[src/rtl/sys_bus_arbiter_if.sv]
// Bus bundle between hosts/devices and the sys_bus_arbiter interconnect.
// The slave modport is the arbiter's view; the master modport is the
// environment's view (bus hosts plus memory-mapped devices).
interface sys_bus_arbiter_if #(
  parameter int NrHosts   = 2,
  parameter int NrDevices = 5,
  parameter int AddrWidth = 32,
  parameter int DataWidth = 32
);
  // Host side
  logic [NrHosts-1:0]                   host_req_i;
  logic [NrHosts-1:0]                   host_gnt_o;
  logic [NrHosts*AddrWidth-1:0]         host_addr_i;
  logic [NrHosts-1:0]                   host_we_i;
  logic [NrHosts*(DataWidth/8)-1:0]     host_be_i;
  logic [NrHosts*DataWidth-1:0]         host_wdata_i;
  logic [NrHosts-1:0]                   host_rvalid_o;
  logic [DataWidth-1:0]                 host_rdata_o;
  logic [NrHosts-1:0]                   host_err_o;
  // Device side
  logic [NrDevices-1:0]                 device_req_o;
  logic [AddrWidth-1:0]                 device_addr_o;
  logic                                 device_we_o;
  logic [DataWidth/8-1:0]               device_be_o;
  logic [DataWidth-1:0]                 device_wdata_o;
  logic [NrDevices-1:0]                 device_rvalid_i;
  logic [NrDevices*DataWidth-1:0]       device_rdata_i;
  logic [NrDevices-1:0]                 device_err_i;

  modport slave (
    input  host_req_i, host_addr_i, host_we_i, host_be_i, host_wdata_i,
    input  device_rvalid_i, device_rdata_i, device_err_i,
    output host_gnt_o, host_rvalid_o, host_rdata_o, host_err_o,
    output device_req_o, device_addr_o, device_we_o, device_be_o, device_wdata_o
  );

  modport master (
    output host_req_i, host_addr_i, host_we_i, host_be_i, host_wdata_i,
    output device_rvalid_i, device_rdata_i, device_err_i,
    input  host_gnt_o, host_rvalid_o, host_rdata_o, host_err_o,
    input  device_req_o, device_addr_o, device_we_o, device_be_o, device_wdata_o
  );
endinterface

[src/rtl/sys_bus_arbiter.sv]
// N-host / M-device single-outstanding bus interconnect: round-robin grant,
// address decode with decode-error responses, variable device latency and a
// per-transaction response timeout.
module sys_bus_arbiter #(
  parameter int NrHosts   = 2,
  parameter int NrDevices = 5,
  parameter int AddrWidth = 32,
  parameter int DataWidth = 32,
  // Default map assumes 5 devices of 32-bit address; device d at [d*AddrWidth +: AddrWidth].
  parameter logic [NrDevices*AddrWidth-1:0] DevBase = {
    32'h0020_0000, 32'h0020_0000, 32'h0012_0000, 32'h0011_0000, 32'h0010_0000},
  parameter logic [NrDevices*AddrWidth-1:0] DevMask = {
    32'hFFF0_0000, 32'hFFFF_0000, 32'hFFFF_0000, 32'hFFFF_0000, 32'hFFFF_0000},
  parameter int TimeoutCycles = 1024
) (
  input  logic             clk_i,
  input  logic             rst_i,
  sys_bus_arbiter_if.slave bus,
  output logic             busy_o,
  output logic             timeout_o
);

  localparam int HostIdxW = (NrHosts > 1) ? $clog2(NrHosts) : 1;
  localparam int DevIdxW  = (NrDevices > 1) ? $clog2(NrDevices) : 1;
  localparam int CntW     = (TimeoutCycles > 0) ? $clog2(TimeoutCycles + 1) : 1;
  localparam int BeW      = DataWidth / 8;
  localparam logic [CntW-1:0] CntLast = CntW'((TimeoutCycles > 0) ? TimeoutCycles - 1 : 0);

  typedef enum logic [1:0] {StIdle, StWait, StDecErr} state_e;

  state_e                state_q, state_d;
  logic [HostIdxW-1:0]   rr_ptr_q, rr_ptr_d;
  logic [HostIdxW-1:0]   cur_host_q, cur_host_d;
  logic [DevIdxW-1:0]    cur_dev_q, cur_dev_d;
  logic [CntW-1:0]       cnt_q, cnt_d;

  logic                  arb_valid;
  logic [HostIdxW-1:0]   arb_host;
  logic [HostIdxW-1:0]   arb_cand;
  logic [AddrWidth-1:0]  sel_addr;
  logic                  dec_hit;
  logic [DevIdxW-1:0]    dec_dev;

  // Round-robin pick: first requester after the last winner, wrapping.
  always_comb begin
    arb_valid = 1'b0;
    arb_host  = '0;
    arb_cand  = '0;
    for (int i = 1; i <= NrHosts; i++) begin
      arb_cand = HostIdxW'((int'(rr_ptr_q) + i) % NrHosts);
      if (!arb_valid && bus.host_req_i[arb_cand]) begin
        arb_valid = 1'b1;
        arb_host  = arb_cand;
      end
    end
  end

  assign sel_addr = bus.host_addr_i[int'(arb_host)*AddrWidth +: AddrWidth];

  // Address decode; scanned high-to-low so the lowest matching device wins.
  always_comb begin
    dec_hit = 1'b0;
    dec_dev = '0;
    for (int d = NrDevices - 1; d >= 0; d--) begin
      if ((sel_addr & DevMask[d*AddrWidth +: AddrWidth]) == DevBase[d*AddrWidth +: AddrWidth]) begin
        dec_hit = 1'b1;
        dec_dev = DevIdxW'(d);
      end
    end
  end

  // Next-state and bus outputs; everything is quiet while reset is asserted.
  always_comb begin
    // NOTE: every signal gets a default before any branch, so no path leaves one unassigned (no latch).
    state_d             = state_q;
    rr_ptr_d            = rr_ptr_q;
    cur_host_d          = cur_host_q;
    cur_dev_d           = cur_dev_q;
    cnt_d               = cnt_q;
    bus.host_gnt_o      = '0;
    bus.host_rvalid_o   = '0;
    bus.host_rdata_o    = '0;
    bus.host_err_o      = '0;
    bus.device_req_o    = '0;
    bus.device_addr_o   = '0;
    bus.device_we_o     = 1'b0;
    bus.device_be_o     = '0;
    bus.device_wdata_o  = '0;
    timeout_o           = 1'b0;

    if (!rst_i) begin
      case (state_q)
        StIdle: begin
          if (arb_valid) begin
            bus.host_gnt_o[arb_host] = 1'b1;
            bus.device_addr_o        = sel_addr;
            bus.device_we_o          = bus.host_we_i[arb_host];
            bus.device_be_o          = bus.host_be_i[int'(arb_host)*BeW +: BeW];
            bus.device_wdata_o       = bus.host_wdata_i[int'(arb_host)*DataWidth +: DataWidth];
            rr_ptr_d                 = arb_host;
            cur_host_d               = arb_host;
            if (dec_hit) begin
              bus.device_req_o[dec_dev] = 1'b1;
              cur_dev_d                 = dec_dev;
              cnt_d                     = '0;
              state_d                   = StWait;
            end else begin
              state_d = StDecErr;
            end
          end
        end
        StWait: begin
          if (bus.device_rvalid_i[cur_dev_q]) begin
            bus.host_rvalid_o[cur_host_q] = 1'b1;
            bus.host_rdata_o              = bus.device_rdata_i[int'(cur_dev_q)*DataWidth +: DataWidth];
            bus.host_err_o[cur_host_q]    = bus.device_err_i[cur_dev_q];
            state_d                       = StIdle;
          end else if (TimeoutCycles != 0 && cnt_q == CntLast) begin
            bus.host_rvalid_o[cur_host_q] = 1'b1;
            bus.host_err_o[cur_host_q]    = 1'b1;
            timeout_o                     = 1'b1;
            state_d                       = StIdle;
          end else if (TimeoutCycles != 0) begin
            // Counter stops at CntLast (response issued), so it can never wrap.
            cnt_d = cnt_q + 1'b1;
          end
        end
        StDecErr: begin
          bus.host_rvalid_o[cur_host_q] = 1'b1;
          bus.host_err_o[cur_host_q]    = 1'b1;
          state_d                       = StIdle;
        end
        default: state_d = StIdle;
      endcase
    end
  end

  assign busy_o = (state_q != StIdle);

  // State registers with synchronous reset; rr_ptr resets so host 0 wins first.
  always_ff @(posedge clk_i) begin
    // NOTE: non-blocking assignments so every flop samples pre-edge values regardless of statement order.
    if (rst_i) begin
      state_q    <= StIdle;
      rr_ptr_q   <= HostIdxW'(NrHosts - 1);
      cur_host_q <= '0;
      cur_dev_q  <= '0;
      cnt_q      <= '0;
    end else begin
      state_q    <= state_d;
      rr_ptr_q   <= rr_ptr_d;
      cur_host_q <= cur_host_d;
      cur_dev_q  <= cur_dev_d;
      cnt_q      <= cnt_d;
    end
  end

endmodule

[src/flat_wrapper.sv]
// flat-port wrapper written by rule: the top's interface ports become plain ports
module sys_bus_arbiter_flat 
#(
  parameter int NrHosts   = 2,
  parameter int NrDevices = 5,
  parameter int AddrWidth = 32,
  parameter int DataWidth = 32,
                                                                                             
  parameter logic [NrDevices*AddrWidth-1:0] DevBase = {
    32'h0020_0000, 32'h0020_0000, 32'h0012_0000, 32'h0011_0000, 32'h0010_0000},
  parameter logic [NrDevices*AddrWidth-1:0] DevMask = {
    32'hFFF0_0000, 32'hFFFF_0000, 32'hFFFF_0000, 32'hFFFF_0000, 32'hFFFF_0000},
  parameter int TimeoutCycles = 1024
)
  (clk_i, rst_i, busy_o, timeout_o, bus_host_req_i, bus_host_addr_i, bus_host_we_i, bus_host_be_i, bus_host_wdata_i, bus_device_rvalid_i, bus_device_rdata_i, bus_device_err_i, bus_host_gnt_o, bus_host_rvalid_o, bus_host_rdata_o, bus_host_err_o, bus_device_req_o, bus_device_addr_o, bus_device_we_o, bus_device_be_o, bus_device_wdata_o);
  sys_bus_arbiter_if #(.NrHosts(NrHosts), .NrDevices(NrDevices), .AddrWidth(AddrWidth), .DataWidth(DataWidth)) bus_i ();
  input  logic clk_i;
  input  logic rst_i;
  output logic busy_o;
  output logic timeout_o;
  input wire logic [$bits(bus_i.host_req_i)-1:0] bus_host_req_i;
  input wire logic [$bits(bus_i.host_addr_i)-1:0] bus_host_addr_i;
  input wire logic [$bits(bus_i.host_we_i)-1:0] bus_host_we_i;
  input wire logic [$bits(bus_i.host_be_i)-1:0] bus_host_be_i;
  input wire logic [$bits(bus_i.host_wdata_i)-1:0] bus_host_wdata_i;
  input wire logic [$bits(bus_i.device_rvalid_i)-1:0] bus_device_rvalid_i;
  input wire logic [$bits(bus_i.device_rdata_i)-1:0] bus_device_rdata_i;
  input wire logic [$bits(bus_i.device_err_i)-1:0] bus_device_err_i;
  output wire logic [$bits(bus_i.host_gnt_o)-1:0] bus_host_gnt_o;
  output wire logic [$bits(bus_i.host_rvalid_o)-1:0] bus_host_rvalid_o;
  output wire logic [$bits(bus_i.host_rdata_o)-1:0] bus_host_rdata_o;
  output wire logic [$bits(bus_i.host_err_o)-1:0] bus_host_err_o;
  output wire logic [$bits(bus_i.device_req_o)-1:0] bus_device_req_o;
  output wire logic [$bits(bus_i.device_addr_o)-1:0] bus_device_addr_o;
  output wire logic [$bits(bus_i.device_we_o)-1:0] bus_device_we_o;
  output wire logic [$bits(bus_i.device_be_o)-1:0] bus_device_be_o;
  output wire logic [$bits(bus_i.device_wdata_o)-1:0] bus_device_wdata_o;
  assign bus_i.host_req_i = bus_host_req_i;
  assign bus_i.host_addr_i = bus_host_addr_i;
  assign bus_i.host_we_i = bus_host_we_i;
  assign bus_i.host_be_i = bus_host_be_i;
  assign bus_i.host_wdata_i = bus_host_wdata_i;
  assign bus_i.device_rvalid_i = bus_device_rvalid_i;
  assign bus_i.device_rdata_i = bus_device_rdata_i;
  assign bus_i.device_err_i = bus_device_err_i;
  assign bus_host_gnt_o = bus_i.host_gnt_o;
  assign bus_host_rvalid_o = bus_i.host_rvalid_o;
  assign bus_host_rdata_o = bus_i.host_rdata_o;
  assign bus_host_err_o = bus_i.host_err_o;
  assign bus_device_req_o = bus_i.device_req_o;
  assign bus_device_addr_o = bus_i.device_addr_o;
  assign bus_device_we_o = bus_i.device_we_o;
  assign bus_device_be_o = bus_i.device_be_o;
  assign bus_device_wdata_o = bus_i.device_wdata_o;
  sys_bus_arbiter #(.NrHosts(NrHosts), .NrDevices(NrDevices), .AddrWidth(AddrWidth), .DataWidth(DataWidth), .DevBase(DevBase), .DevMask(DevMask), .TimeoutCycles(TimeoutCycles)) u_core (.clk_i(clk_i), .rst_i(rst_i), .bus(bus_i), .busy_o(busy_o), .timeout_o(timeout_o));
endmodule
[config.mk]
export PLATFORM = sky130hd
export DESIGN_NAME = sys_bus_arbiter_flat
export DESIGN_NICKNAME = d
export VERILOG_FILES = /design/src/rtl/sys_bus_arbiter_if.sv /design/src/rtl/sys_bus_arbiter.sv /design/src/flat_wrapper.sv
export SDC_FILE = /design/constraint.sdc
export NUM_CORES = 1
export LEC_CHECK = 0
export ABC_AREA = 1
export ABC_CLOCK_PERIOD_IN_PS = 4700
export BUFFER_PORTS_ARGS = -buffer_cell sky130_fd_sc_hd__buf_2
export CORE_AREA = 10 10 157 159
export DETAILED_ROUTE_END_ITERATION = 6
export DIE_AREA = 0 0 167 169
export GPL_TIMING_DRIVEN = 1
export PLACE_DENSITY_LB_ADDON = 0.15
export SETUP_SLACK_MARGIN = 0.3
export SLEW_MARGIN = 20
export SYNTH_ARGS = -nofsm -noshare
export SYNTH_HDL_FRONTEND = slang
export SYNTH_SLANG_ARGS = --single-unit
export TNS_END_PERCENT = 5
[constraint.sdc]
create_clock -name clk_i -period 4.7 [get_ports clk_i]
set_input_delay 0.705 -clock clk_i [delete_from_list [all_inputs] [get_ports clk_i]]
set_output_delay 0.705 -clock clk_i [all_outputs]
set_load 0.02 [all_outputs]
==> qor.yml, run 1 <==
dr_total_vias: 6785
gp_congestion: 0.915
grtUsageTotal_pct: 18.5
synth_top_area_share_pct: 20.9
vias_per_cell: 4.68
postRouteWirelength_um: 28400
io_pins: 426
post_cts_buffers: 0
power.density_nw_per_um2: 122
grt_max_degree: 97
status: "finished clean"
async_flop_share_pct: 0
setup-tns-final_ns: 0
crit_fanout: 31
maxCapViolations: 0
rsz0062_at_grt: "false"
core-area_um2: 21600
maxUsedRoutingLayer: "met5"
slew_headroom_pct: 35.1
arrival_ns: 3.00
initial_core_util_pct: 18.9
cts_tree: "built"
hold_buffers: 0
antenna_found_initial: 5
die_x_um: 167
synthFlopType: "dfxtp_1"
leakage_nw: 3.53
ir_worst_vdd_uv: 108
drt_iter0_drc: 472
synth.yosys.seq_area_share_pct: 8.86
wl_met1_um: 11700
synth_fp_nets: 1112
rows: 54
maxSlewViolCount: 0
numCtsBuffers: 3
synthCells: 796
grt_pass1_wl_um: 42400
avgSynthCellArea_um2: 5.11
drive_gt1_share_pct: 40.7
cts.clk_slew.worst_paths_ns: 0.05
synth_area_um2: 4070
dp_cells: 1442
nets: 1483
ys_ff_latch: 18
cts_resized: 0
drc: 0
drt_first_pass_iters: 5
end_kind: "primary output"
fin_cells: 1450
synth.area.top_cells: "nand2_1 (21%), nor2_1 (10%), dfxtp_1 (8.9%)"
ys_types: 39
clock-sinks: 18
fmax_ghz: 0.270
hold_viol: 0
wl_met3_um: 2580
hp-class: "flip-flop to flip-flop"
worst_skew_pair.late_latency_ns: 0.25
die_y_um: 169
port_buffers: 425
synth-edff-count: 0
cp.required_ns: 3.99
fin_skew_ns: 0.000776
worst_pin_slew_ns: 0.973
min_period_over_period_pct: 78.8
grt_remaining_overflow: 0
final.min_clock_period_ns: 3.70
ant_nets: 0
path_class: "input port to primary output"
grt_pass1_vias: 6852
clockBufferDepth: 2
wl_per_cell_um: 19.6
yosysTopAreaCell: "nand2_1"
wl_met2_um: 13700
syn_to_final_growth_pct: 58.2
htree_levels: 1
ys_warn_count: 0
hpwl_um: 23400
cts-root-buf: "clkbuf_16"
worstSetupStartpointType: "input port"
setup_violations: 0
dieArea_um2: 28200
## power breakdown
| part | internal (mW) | total [mW] | switching (mW) |
|---|---|---|---|
| registers | 0.156 | 0.159 | 0.00319 |
| clock network | 0.130 | 0.190 | 0.0607 |
| logic | 0.178 | 0.436 | 0.258 |
## worst max-delay path, stage by stage
cell and delay, ns:
buf_2 0.34, nand2_2 0.45, nand2_1 0.20, nand2_1 0.07, nor2_1 0.12, nand2_1 0.09, nor2_2 0.17, nand2_2 0.11
nand3_2 0.10, nand2_1 0.08, inv_2 0.11, nand2_1 0.11, nor3_2 0.13, buf_2 0.19
## cells by family after synthesis
group	after synthesis	share of synthesized area [%]
compound gates	210	29.2
xor+xnor	7	1.51
fa+ha+maj	4	1.23
buf+inv	113	11.4
flops	18	8.86
simple gates	444	47.7
## per-stage QoR
| stage | instance area [um^2] | hold slack [ns] | worst slack, ns | total power [mW] | util [%] |
|---|---|---|---|---|---|
| 2_1_floorplan | 4070 | 0.429 | 1.83 | 0.383 | - |
| 5_1_grt | 6430 | 0.523 | 0.673 | 0.846 | 29.9 |
| 3_5_place_dp | 6340 | 0.483 | 0.986 | 0.599 | 29.4 |
| 6_report | 6440 | 0.490 | 0.998 | 0.785 | 29.9 |
| 4_1_cts | 6430 | 0.491 | 0.974 | 0.793 | 29.8 |
| 3_3_place_gp | 6340 | 0.483 | 1.03 | 0.598 | 29.4 |
## path summary, 6_finish.rpt
path / startpoint / to / slack (ns) / depth (start not counted)
setup / recovery: bus_host_req_i[1] / bus_device_req_o[0] / 1.0 / 14
hold / removal: u_core.cnt_q[6] / u_core.cnt_q[6] / 0.49 / 2
setup reg to reg: u_core.rr_ptr_q / u_core.cnt_q[0] / 2.05 / 15
hold reg to reg: u_core.cnt_q[6] / u_core.cnt_q[6] / 0.49 / 2
## cell usage after synthesis, drive strengths merged, types with 5 or more instances
master	instances
nand4	36
o22ai	33
nor2	118
nor3	5
nand2	233
dfxtp	18
nand3b	9
a211oi	32
nand3	38
o21ai	70
clkbuf	52
buf	20
xor2	5
a21oi	69
inv	41
## registers in the layout (all words and copies together) (netlist names)
register	count
u_core.cnt_q	11
u_core.cur_dev_q	3
u_core.state_q	2
u_core.cur_host_q	1
u_core.rr_ptr_q	1
## cells in the final DEF (no fill, tap or decap), types with 5 or more instances in the layout
master / Yosys / final
buf_2: 8 / 425
nand2_1: 227 / 226
nor2_1: 110 / 110
o21ai_0: 69 / 69
a21oi_1: 69 / 69
nand3_1: 36 / 36
inv_1: 37 / 35
nand4_1: 35 / 35
o22ai_1: 33 / 33
a211oi_1: 32 / 32
dfxtp_1: 18 / 16
buf_4: 4 / 13
nand3b_1: 9 / 9
nand2_2: 5 / 6
inv_2: 4 / 6
nor2_2: 6 / 6
xor2_1: 5 / 5
## final cells by class
type / instances / area (um^2)
clock buffers: 4 / 88.8
repair buffers: 438 / 2220
flip-flops and latches: 18 / 363
multi-input cells: 665 / 3250
inverters: 41 / 154
well taps: 280 / 350
fillers: 2557 / 15100
diodes: 4 / 10.0
## routing by layer
layer | track usage (%) | vias to the layer above
li1 | - | 3437
met1 | 22.1 | 3017
met2 | 32.0 | 304
met3 | 5.88 | 25
met4 | 3.70 | 2
met5 | 0 | -
Power figures use the tool's default switching activity.
==> run 2, diff against run 1 <==
--- a/config.mk
+++ b/config.mk
@@ -6,7 +6,7 @@
 export NUM_CORES = 1
 export LEC_CHECK = 0
 export ABC_AREA = 1
-export ABC_CLOCK_PERIOD_IN_PS = 4700
+export ABC_CLOCK_PERIOD_IN_PS = 3800
 export BUFFER_PORTS_ARGS = -buffer_cell sky130_fd_sc_hd__buf_2
 export CORE_AREA = 10 10 157 159
 export DETAILED_ROUTE_END_ITERATION = 6
==> constraint.sdc (replaced) <==
create_clock -name clk_i -period 3.8 [get_ports clk_i]
set_input_delay 0.57 -clock clk_i [delete_from_list [all_inputs] [get_ports clk_i]]
set_output_delay 0.57 -clock clk_i [all_outputs]
set_load 0.02 [all_outputs]
==> run 2 against run 1 <==
  * First-iteration DRC count rose by 27%
  * Cell count rose by 0.34%
  * Critical path depth down 7
==> qor.yml, run 2 (synthesis results as in run 1) <==
regArea_um2: 363  # unchanged
holdWs_ns: 0.485  # was 0.490 ns
status: "finished clean"  # unchanged
postRouteWirelength_um: 27800  # was 28400 um
rsz0062_at_grt: "true"  # was false
leakage_nw: 3.57  # was 3.53 nW
worstSetupStartpointType: "flip-flop"  # was input port
multi_input_area_um2: 3250  # unchanged
cts.clk_slew.worst_paths_ns: 0.06  # was 0.05 ns
ant_nets: 0  # unchanged
initial_core_util_pct: 18.9  # unchanged
dieArea_um2: 28200  # unchanged
grt_pass1_vias: 6718  # was 6852
whs_path_depth: 2  # unchanged
cts-root-buf: "clkbuf_16"  # unchanged
crit_fanout: 32  # was 31
nFillCells: 2522  # was 2557
end_kind: "primary output"  # unchanged
ir_worst_vdd_uv: 160  # was 108 uV
syn_to_final_growth_pct: 59.9  # was 58.2%
core-area_um2: 21600  # unchanged
drt_first_pass_iters: 5  # unchanged
post_cts_buffers: 0  # unchanged
die_y_um: 169  # unchanged
arrival_ns: 2.80  # was 3.00 ns
grtUsageTotal_pct: 18.1  # was 18.5%
fmax_ghz: 0.297
vias_per_cell: 4.67  # was 4.68
antenna_found_initial: 4  # was 5
dr_total_vias: 6799  # was 6785
top_register: "u_core.cnt_q"  # unchanged
wl_per_cell_um: 19.1  # was 19.6 um
largestRegisters: "u_core.cnt_q: 11 flops, u_core.cur_dev_q: 3 flops, u_core.state_q: 2 flops"  # unchanged
rows: 54  # unchanged
drt_iter0_drc: 599  # was 472
critPathTopFamily: "buffers and inverters"  # was simple AND/OR/NAND/NOR gates
clockBufferDepth: 2  # unchanged
htree_levels: 1  # unchanged
layout_common_cells: "buf_2 (425), nand2_1 (226), nor2_1 (110), o21ai_0 (69), a21oi_1 (69)"  # unchanged
clock-sinks: 18  # unchanged
setup_violations: 0  # unchanged
final_common_cell: "buf_2"  # unchanged
port_buffers: 425  # unchanged
numCtsBuffers: 3  # unchanged
hold_viol: 0  # unchanged
cpMostUsedCell: "nand3_1"  # was nand2_1
crit_cells: 7  # was 14
maxSlewViolCount: 0  # unchanged
worst_skew_pair.late_latency_ns: 0.25  # about the same
largest_reg_flops: 11  # unchanged
power.density_nw_per_um2: 151  # was 122 nW/um^2
cts_tree: "built"  # unchanged
slew_headroom_pct: 51.6  # was 35.1%
worst_pin_slew_ns: 0.723  # was 0.973 ns
cp.required_ns: 3.23  # was 3.99 ns
path_class: "flip-flop to primary output"  # was input port to primary output
final_core_util_pct: 30.2  # was 29.9%
io_pins: 426  # unchanged
drive_gt1_share_pct: 41.1  # was 40.7%
gp_congestion: 0.889  # was 0.915
grt_remaining_overflow: 0  # unchanged
die_x_um: 167  # unchanged
setup-tns-final_ns: 0  # unchanged
critPathBufInv: 3  # unchanged
hpwl_um: 23200  # was 23400 um
slowest_stage: "dfxtp_1"  # was nand2_2
maxCapViolations: 0  # unchanged
path_cells: "inv_2 > nand3_1 > nand3_1 > o21ai_2 > clkinvlp_4 > a211oi_1 > buf_2"  # was buf_2 > nand2_2 > nand2_1 > nand2_1 > nor2_1 > nand2_1 > nor2_2 > nand2_2 > nand3_2 > nand2_1 > inv_2 > nand2_1 > nor3_2 > buf_2
nets: 1489  # was 1483
hp-class: "flip-flop to flip-flop"  # unchanged
dp_cells: 1448  # was 1442
grt_pass1_wl_um: 41400  # was 42400 um
r2r_slack_ns: 1.40  # was 2.05 ns
final.min_clock_period_ns: 3.37
reg2reg_depth: 13  # was 15
grt_max_degree: 95  # was 97
drc: 0  # unchanged
fin_skew_ns: 0.00218  # was 0.000776 ns
fin_cells: 1455  # was 1450
min_period_over_period_pct: 88.7
critPathMaxStageDelay_ns: 0.74  # was 0.45 ns
## run 2: cell count changes in the layout (fill, tap and decap cells not counted), sizes merged
cell	delta
inv	-1
clkinvlp	+1
diode	-1
buf	+6
## run 2: tightest hold or removal path, delay by kind of cell (launching register included)
kind            cells  cell delay, ns
compound gates      1            0.05
flops               1            0.32
simple gates        1            0.07
## run 2: path summary, 6_finish.rpt
check / to / start
worst min-delay path: u_core.cnt_q[6] / u_core.cnt_q[6]
worst min register to register: u_core.cnt_q[6] / u_core.cnt_q[6]
worst max-delay path: bus_host_rdata_o[31] / u_core.cur_dev_q[1]
worst max register to register: u_core.cnt_q[0] / u_core.rr_ptr_q
## run 2: per-layer routing
layer  vias up  GRT usage [%]  wire length [um]
met5         -              0                13
met4         2           4.28               554
met3        30           6.02              2610
met2       305           31.3             13300
met1      3008           21.2             11300
li1       3454              -                 -
## run 2: area by class of cell
| class | instances | share of cell area, % |
|---|---|---|
| multi-input cells | 665 | 49.9 |
| flip-flops and latches | 18 | 5.58 |
| well taps | 280 | 5.38 |
| clock buffers | 4 | 1.37 |
| inverters | 41 | 2.42 |
| repair buffers | 444 | 35.3 |
| diodes | 3 | 0.115 |
## run 2: repair_timing
item | in CTS | in global routing
gates resized for setup | 0 | 1
hold buffers | 0 | 0
setup endpoints to repair | 0 | 32
## run 2: power breakdown
group	leakage [nW]	switching [mW]	internal [mW]	total, mW
combinational	3.37	0.318	0.227	0.545
sequential	0.147	0.00395	0.193	0.197
clock	0.0442	0.0800	0.161	0.240
total	3.57	0.402	0.580	0.982
## run 2: through the flow
step	worst slack [ns]	total power [mW]	area, um^2
finish	0.429	0.982	6510
global route	0.189	1.06	6500
CTS	0.485	0.989	6500
detailed placement	0.643	0.746	6410
global placement	0.703	0.747	6410
floorplan	1.20	0.474	4070
==> run 3, diff against run 2 <==
--- a/config.mk
+++ b/config.mk
@@ -8,9 +8,9 @@
 export ABC_AREA = 1
 export ABC_CLOCK_PERIOD_IN_PS = 3800
 export BUFFER_PORTS_ARGS = -buffer_cell sky130_fd_sc_hd__buf_2
-export CORE_AREA = 10 10 157 159
+export CORE_AREA = 2 2 167 169
 export DETAILED_ROUTE_END_ITERATION = 6
-export DIE_AREA = 0 0 167 169
+export DIE_AREA = 0 0 169 171
 export GPL_TIMING_DRIVEN = 1
 export PLACE_DENSITY_LB_ADDON = 0.15
 export SETUP_SLACK_MARGIN = 0.3
==> run 3 against run 2 <==
  * Global-route usage down 1.9 points
  * Critical path depth grew 9
  * Clock skew rose by 0.0020 ns
  * Sequential cell count unchanged
  * Total power shrank 2.8%
  * Clock-buffer cell count fell by 1
  * Cell count is 4.3% higher
  * Non-clock buffer count decreased by 1
  * Sequential power hardly changed
  * Critical path type is now input port to primary output
  * Critical endpoint is now bus_device_req_o[0]
==> qor.yml, run 3 (synthesis results as in run 1) <==
grt_max_degree: 97  # was 95
initial_core_util_pct: 14.9  # was 18.9%
preCtsSetupSlack_ns: 0.545  # was 0.643 ns
fin_area_um2: 6580  # was 6510 um^2
cts_tree: "built"  # unchanged
status: "finished clean"  # unchanged
rsz0062_at_grt: "false"  # was true
grtUsageTotal_pct: 16.2  # was 18.1%
postPlaceCellArea_um2: 6490  # was 6410 um^2
maxCapViolations: 0  # unchanged
cp.required_ns: 3.23  # about the same
fin_ws_ns: 0.674  # was 0.429 ns
wl_per_cell_um: 16.6  # was 19.1 um
postRouteWirelength_um: 25200  # was 27800 um
hpwl_um: 20400  # was 23200 um
core-area_um2: 27300  # was 21600 um^2
die_y_um: 171  # was 169 um
slew_headroom_pct: 38.3  # was 51.6%
largest_reg_flops: 11  # unchanged
final.min_clock_period_ns: 3.13  # was 3.37 ns
final_common_cell: "buf_2"  # unchanged
leakage_nw: 3.57  # about the same
drt_first_pass_iters: 4  # was 5
use_met2_pct: 31.7  # was 31.3%
largestRegisters: "u_core.cnt_q: 11 flops, u_core.cur_dev_q: 3 flops, u_core.state_q: 2 flops"  # unchanged
nets: 1488  # was 1489
numCtsBuffers: 3  # unchanged
busiest_layer: "met2"  # unchanged
vias_per_cell: 4.52  # was 4.67
ir_worst_vdd_uv: 197  # was 160 uV
hp-class: "flip-flop to flip-flop"  # unchanged
worst_pin_slew_ns: 0.924  # was 0.723 ns
grt_remaining_overflow: 0  # unchanged
end_kind: "primary output"  # unchanged
htree_levels: 1  # unchanged
grt_pass1_wl_um: 37400  # was 41400 um
cts.clk_slew.worst_paths_ns: 0.06  # about the same
grt_use_met1_pct: 18.5  # was 21.2%
grt_pass1_vias: 6726  # was 6718
io_pins: 426  # unchanged
grtUsageMet3_pct: 2.61  # was 6.02%
crit_fanout: 20  # was 32
drt_iter0_drc: 346  # was 599
maxSlewViolCount: 0  # unchanged
layout_common_cells: "buf_2 (425), nand2_1 (226), nor2_1 (110), o21ai_0 (69), a21oi_1 (69)"  # unchanged
gp_congestion: 0.768  # was 0.889
antenna_found_initial: 3  # was 4
setup_violations: 0  # unchanged
top_register: "u_core.cnt_q"  # unchanged
clockBufferDepth: 2  # unchanged
die_x_um: 169  # was 167 um
hold_buffers: 0  # unchanged
rows: 61  # was 54
drive_gt1_share_pct: 40.9  # was 41.1%
dieArea_um2: 28900  # was 28200 um^2
syn_to_final_growth_pct: 61.8  # was 59.9%
clock-sinks: 18  # unchanged
worstSetupStartpointType: "input port"  # was flip-flop
min_period_over_period_pct: 82.3  # was 88.7%
drc: 0  # unchanged
path_class: "input port to primary output"  # was flip-flop to primary output
dr_total_vias: 6861  # was 6799
port_buffers: 425  # unchanged
ant_nets: 0  # unchanged
power.density_nw_per_um2: 145  # was 151 nW/um^2
arrival_ns: 2.56  # was 2.80 ns
worst_skew_pair.late_latency_ns: 0.25  # about the same
setup-tns-final_ns: 0  # unchanged
cts-root-buf: "clkbuf_16"  # unchanged
fmax_ghz: 0.320  # was 0.297 GHz
hold_viol: 0  # unchanged
fin_skew_ns: 0.00417  # was 0.00218 ns
## run 3: path summary, 6_finish.rpt
path / startpoint / to / slack, ns / cells after the start
max: bus_host_req_i[0] / bus_device_req_o[0] / 0.67 / 16
min: u_core.rr_ptr_q / u_core.rr_ptr_q / 0.46 / 2
max reg2reg: u_core.rr_ptr_q / u_core.cnt_q[10] / 1.35 / 14
min reg2reg: u_core.rr_ptr_q / u_core.rr_ptr_q / 0.46 / 2
## run 3: stage by stage
step | hold WS [ns] | std cells | power (mW) | utilization [%]
final | 0.464 | 1518 | 0.954 | 24.1
after global routing | 0.506 | 1517 | 1.03 | 24.1
after CTS | 0.463 | 1516 | 0.961 | 24.0
after detailed placement | 0.448 | 1513 | 0.745 | 23.8
after global placement | 0.448 | 1513 | 0.746 | 23.8
after floorplan | 0.429 | 796 | 0.474 | -
## run 3: layer usage
| metal | up-vias | share of wire, % |
|---|---|---|
| met2 | 319 | 51 |
| met4 | 0 | 2.2 |
| met3 | 32 | 7.0 |
| met5 | - | 0 |
| met1 | 3063 | 40 |
| li1 | 3447 | - |
## run 3: final cells by class
type,count,area (um^2)
fillers,3252,20700
multi-input cells,665,3250
repair buffers,443,2300
well taps,346,433
flip-flops and latches,18,362
inverters,41,154
clock buffers,3,75.1
diodes,2,5.00
## run 3: repair_timing
item	4_1_cts	5_1_grt
setup buffers	0	0
hold endpoints to repair	0	0
gates resized for setup	0	2
setup endpoints to repair	0	3
## run 3: report_power, final
| group | switching, mW | internal [mW] |
|---|---|---|
| combinational | 0.315 | 0.225 |
| sequential | 0.00384 | 0.193 |
| clock | 0.0783 | 0.139 |
## run 3: critical path, cell delays in order
cell and delay (ns):
buf_2 0.10, nand2_1 0.16, nand2_4 0.18, buf_4 0.23
nand2_1 0.06, nand2_1 0.10, nor2_1 0.11, nand2_1 0.06
nor2_1 0.13, nand2_2 0.11, nand3_2 0.11, nand2_1 0.10
inv_2 0.10, nand2_1 0.11, nor3_2 0.13, buf_2 0.19
